`config.mk`:
```
export PLATFORM = sky130hd
export DESIGN_NAME = ladybird_input_conditioner
export DESIGN_NICKNAME = d
export VERILOG_FILES = /design/src/rtl/ladybird_input_conditioner.sv
export SDC_FILE = /design/constraint.sdc
export NUM_CORES = 1
export LEC_CHECK = 0
export ABC_CLOCK_PERIOD_IN_PS = 3600
export CAP_MARGIN = 0
export CORE_MARGIN = 2
export CORE_UTILIZATION = 64
export DETAILED_ROUTE_END_ITERATION = 8
export PLACE_DENSITY_LB_ADDON = 0.3
export SLEW_MARGIN = 20
export SYNTH_ARGS = -nofsm -noshare
export SYNTH_HDL_FRONTEND = slang
export SYNTH_SLANG_ARGS = --single-unit
```
`constraint.sdc`:
```
create_clock -name clk -period 3.6 [get_ports clk]
set_clock_uncertainty 0.15 [all_clocks]
set_input_delay 0.54 -clock clk [delete_from_list [all_inputs] [get_ports clk]]
set_output_delay 0.54 -clock clk [all_outputs]
set_load 0.01 [all_outputs]
```
`src/rtl/ladybird_input_conditioner.sv`:
```
// Input conditioner for ladybird_gpio: synchronizer, per-bit debounce,
// and registered single-cycle rise/fall pulses on the debounced level.
module ladybird_input_conditioner #(
    parameter int                 N_INPUT         = 8,
    parameter int                 SYNC_STAGES     = 2,
    parameter int                 DEBOUNCE_CYCLES = 50000,
    parameter logic [N_INPUT-1:0] RESET_LEVEL     = '0
) (
    input  logic               clk,
    input  logic               rst,
    input  logic [N_INPUT-1:0] raw_i,
    output logic [N_INPUT-1:0] level_o,
    output logic [N_INPUT-1:0] rise_o,
    output logic [N_INPUT-1:0] fall_o
);

    localparam int CNT_W = $clog2(DEBOUNCE_CYCLES + 1);
    localparam logic [CNT_W-1:0] CNT_MAX = CNT_W'(DEBOUNCE_CYCLES - 1);
    localparam logic [CNT_W-1:0] CNT_ONE = CNT_W'(1);

    logic [N_INPUT-1:0] sync_q [SYNC_STAGES];
    logic [N_INPUT-1:0] synced;

    logic [N_INPUT-1:0] level_q, level_d;
    logic [N_INPUT-1:0] rise_q, rise_d;
    logic [N_INPUT-1:0] fall_q, fall_d;
    logic [CNT_W-1:0]   cnt_q [N_INPUT];
    logic [CNT_W-1:0]   cnt_d [N_INPUT];

    assign synced = sync_q[SYNC_STAGES-1];

    // cnt==0 is STABLE, cnt>0 is COUNTING; agreement or terminal count returns to STABLE
    always_comb begin
        level_d = level_q;
        rise_d  = '0;
        fall_d  = '0;
        for (int i = 0; i < N_INPUT; i++) begin
            cnt_d[i] = '0;
            if (synced[i] != level_q[i]) begin
                if (cnt_q[i] == CNT_MAX) begin
                    level_d[i] = synced[i];
                    rise_d[i]  = synced[i];
                    fall_d[i]  = !synced[i];
                end else begin
                    cnt_d[i] = cnt_q[i] + CNT_ONE;
                end
            end
        end
    end

    always_ff @(posedge clk) begin
        if (rst) begin
            for (int s = 0; s < SYNC_STAGES; s++) begin
                sync_q[s] <= RESET_LEVEL;
            end
            for (int i = 0; i < N_INPUT; i++) begin
                cnt_q[i] <= '0;
            end
            level_q <= RESET_LEVEL;
            rise_q  <= '0;
            fall_q  <= '0;
        end else begin
            sync_q[0] <= raw_i;
            for (int s = 1; s < SYNC_STAGES; s++) begin
                sync_q[s] <= sync_q[s-1];
            end
            for (int i = 0; i < N_INPUT; i++) begin
                cnt_q[i] <= cnt_d[i];
            end
            level_q <= level_d;
            rise_q  <= rise_d;
            fall_q  <= fall_d;
        end
    end

    assign level_o = level_q;
    assign rise_o  = rise_q;
    assign fall_o  = fall_q;

endmodule

```
Yosys cells after proc, flatten, opt, wreduce, memory -nomap -nowiden
Memories as Yosys holds them, arrays and structs flattened. Cells that the tools add are included. W data, S select, Z words.

Add/sub/neg operators: 8. Equality and inequality tests: 16. Mux-type cells: 29. Bitwise logic cells: 26. Reductions and logical operators: 24.

Operators by type and width (count): $mux W16 (24); $add A16 B1 Y16 const B (8); $eq A16 B16 Y1 const B (8); $reduce_or A3 Y1 (8); $mux W8 (2); $not A1 Y1 (16); $reduce_and A2 Y1 (8); $or A1 B1 Y1 (10); $logic_not A1 Y1 (8); $ne A1 B1 Y1 (8); $mux W1 (3).

Flip-flop bits (word level): 24. RAM bits: 144. Input port bits: 10. Output and inout port bits: 24. Word-level logic and storage cells: 129. Memories kept: 2.

Memory list: cnt_q (depth 8, bits a word 16, read ports 8, clocked after Yosys merged registers in 0, write ports 8, line 27) `logic [CNT_W-1:0] cnt_q [N_INPUT];`; sync_q (depth 2, bits a word 8, read ports 2, clocked after Yosys merged registers in 0, write ports 2, line 21) `logic [N_INPUT-1:0] sync_q [SYNC_STAGES];`.

Longest topological paths before layout
Word-level depth: 4. Depth in mapped cells: 7. Gate-level depth less buffers: 5.

Least setup slack after synthesis
No wires, ideal clock.

Kind: register to register. Start: mem cnt_q[1][52] (netlist bit). End: mem cnt_q[1][54] (netlist bit). Setup time: 0.115 ns. Data arrival time: 1.715 ns. Slack: 1.620 ns. Stages on the path, launching flop included: 7. Clock period less this slack: 1.980 ns. Cells stage by stage: dfxtp_1 -> or4_1 -> or4_1 -> buf_2 -> nand2_4 -> buf_6 -> nor2_1.

RTL lines (line): from (decl) (27).

Worst setup path after layout
Start: reg level_q[3] (netlist: level_o[3]). End: out level_o[3].

RTL lines: from (decl) (line 24) `logic [N_INPUT-1:0] level_q, level_d;`; from (signal assigned) (line 70) `level_q <= level_d;`; to (decl) (line 12) `output logic [N_INPUT-1:0] level_o,`.

No word-level cell between the ends.

==> impl_metrics.py <==
metrics = {
    "status": {
        "status": "completed",
    },
    "synth": {
        "ys_seq_area_frac": 0.486,
        "ys_warn_count": 0,
        "synth_top_area_frac": 0.486,
        "ys_ff_latch": 168,
        "synth_cell_types": 44,
        "synth.cell_area_um2": 6920,
        "yosysTopAreaCell": "dfxtp_1",
        "synth_nets": 770,
        "synth_edf_count": 0,
        "avgSynthCellArea_um2": 9.20,
        "syn_inst": 752,
        "synth.area.top_cells": "dfxtp_1 49%, xnor2_1 12%, nor2_1 8.2%",
        "synth_flop_cell": "dfxtp_1",
        "async_flop_share": 0,
    },
    "final_layout": {
        "final_util": 0.754,
        "design_area_um2": 7850,
        "drive_above_1_share": 0.0599,
        "nNetsFinal": 807,
        "nFillCells": 711,
        "final_common_cell": "dfxtp_1",
        "diodes": 0,
        "area_growth_pct": 13.5,
        "layout_common_cells": "168 x dfxtp_1, 151 x nor2_1, 95 x xnor2_1",
    },
    "timing": {
        "rsz0062_at_grt": "no",
        "max_slew.worst_pin.slew_ps": 549,
        "fin_crit_sh": 0.609,
        "hold_violations": 0,
        "period_needed_ps": 2190,
        "maxSlewHeadroom": 0.631,
        "fin_ws_ps": 1410,
        "slew_violations": 0,
        "max_freq_mhz": 456,
        "final.setup.tns_ps": 0,
        "setup_violations": 0,
    },
    "routing": {
        "drtAntennaViolNets": 0,
        "viasPerCell": 5.60,
        "drc": 0,
        "dr.first_iter.drc_count": 288,
        "drt_first_pass_iters": 7,
        "wl_per_cell_um": 13.7,
        "routed_wl_um": 12800,
        "vias": 5243,
    },
    "setup_path": {
        "slowest_stage": "clkdlybuf4s50_1",
        "cp-end-kind": "primary output",
        "critPathRequiredTime_ps": 2910,
        "worst_ep_arrival_time_ps": 1500,
        "path_cells": "clkdlybuf4s50_1",
        "critical_path_peak_fanout": 5,
        "crit_family": "buffers and inverters",
        "worst-setup-path-type": "reg -> out",
        "path_buf_inv": 1,
        "start_kind": "flip-flop",
        "cp_slowest_stage_delay_ps": 570,
    },
    "die": {
        "die_x_um": 108,
        "ios": 34,
        "start_util": 0.664,
        "dieArea_um2": 11700,
        "num_rows": 37,
        "coreArea_um2": 10400,
        "die_y_um": 108,
    },
    "global_route": {
        "antenna_found_initial": 0,
        "grt_pass1_vias": 5007,
        "grt-ovfl-total": 0,
        "grt_max_degree": 24,
        "track_usage": 0.231,
        "grt_pass1_wl_um": 21700,
    },
    "placed_design": {
        "dp_hpwl_um": 8830,
        "port_buffers": 33,
        "post-place-ws_ps": 1440,
        "gp_congestion": 0.854,
        "postPlaceCellArea_um2": 7330,
    },
    "pwr": {
        "power_per_cell_area_nw_per_um2": 449,
        "static-leakage-power_nw": 2.33,
        "p_total_mw": 3.53,
        "ir_drop_uv": 392,
    },
    "clock_network": {
        "clk_pin_slew_worst_paths_ps": 70,
        "clock_latency_ps": 520,
        "cts.htree.levels": 4,
        "cts_made_buffers": 17,
        "ctsHoldBuffers": 0,
        "post-cts-setup-buffer-count": 0,
        "clock-sinks": 168,
        "post_cts_resized": 0,
        "ctsLongestPathBuffers": 2,
        "cts_tree": "built",
        "clock-root-buffer": "clkbuf_8",
    },
    "min_path": {
        "hp-class": "in -> reg",
    },
    "run": {
        "drv_cap": 0,
    },
}
sequential cells by signal (all words and copies together) (netlist names):
register	flops
rise_o	8
fall_o	8
sync_q	16
cnt_q	128
level_o	8
cells by family after synthesis:
kind of cell | synth area share
AOI/OAI and AO/OA | 0.0110
and+or+nand+nor | 0.305
DFF | 0.486
buffers and inverters | 0.0286
muxes | 0.0116
adders and majority gates | 0.0145
xor gates and xnor gates | 0.143
routing by layer:
metal / track usage / part of all wire / wire length (um)
met1: 0.268 / 0.44 / 5680
met2: 0.415 / 0.51 / 6470
met3: 0.0663 / 0.044 / 560
met4: 0.0659 / 0.0070 / 89
met5: 0 / 0 / 0
area by class of cell:
cell class | instances | area (um2) | share of cell area
Timing Repair Buffer | 34 | 333 | 0.0424
Inverter | 28 | 105 | 0.0134
Clock inverter | 13 | 97.6 | 0.0124
Tap cell | 136 | 170 | 0.0217
Multi-Input combinational cell | 540 | 3350 | 0.427
Sequential cell | 168 | 3360 | 0.428
Clock buffer | 18 | 428 | 0.0545
power by group:
part / switching, mW / internal, mW
logic: 0.0255 / 0.0195
clock network: 0.735 / 0.869
registers: 0.00760 / 1.87
worst paths after layout:
kind / start / endpoint / slack [ps] / cells past startpoint
worst min-delay path: rst / level_o[7]$_SDFFE_PP0P_ / 270 / 2
worst max-delay path: level_o[3]$_SDFFE_PP0P_ / level_o[3] / 1410 / 1
worst max register to register: cnt_q[0][42]$_SDFF_PP0_ / cnt_q[0][45]$_SDFF_PP0_ / 1440 / 4
worst min register to register: sync_q[0][6]$_SDFF_PP0_ / sync_q[0][14]$_SDFF_PP0_ / 290 / 1
through the flow:
stage / instances / hold slack (ps)
floorplan: 752 / 264
global placement: 906 / 276
detailed placement: 906 / 278
CTS: 937 / 260
global route: 937 / 275
finish: 937 / 273
synth_stat cells (5+ instances only):
master	count
nand3_1	39
nor3_1	33
nand4b_1	5
xor2_1	18
clkbuf_1	7
nor4bb_1	5
nor2b_1	16
nand4_1	32
nor4b_1	5
nor2_1	151
xnor2_1	95
nand2_1	28
dfxtp_1	168
mux2i_1	8
inv_1	28
ha_1	8
nor4_1	36
a21oi_1	5
and3_1	7
nand2b_1	10
or4_1	5
No activity file was read; power rests on OpenSTA's default activity.
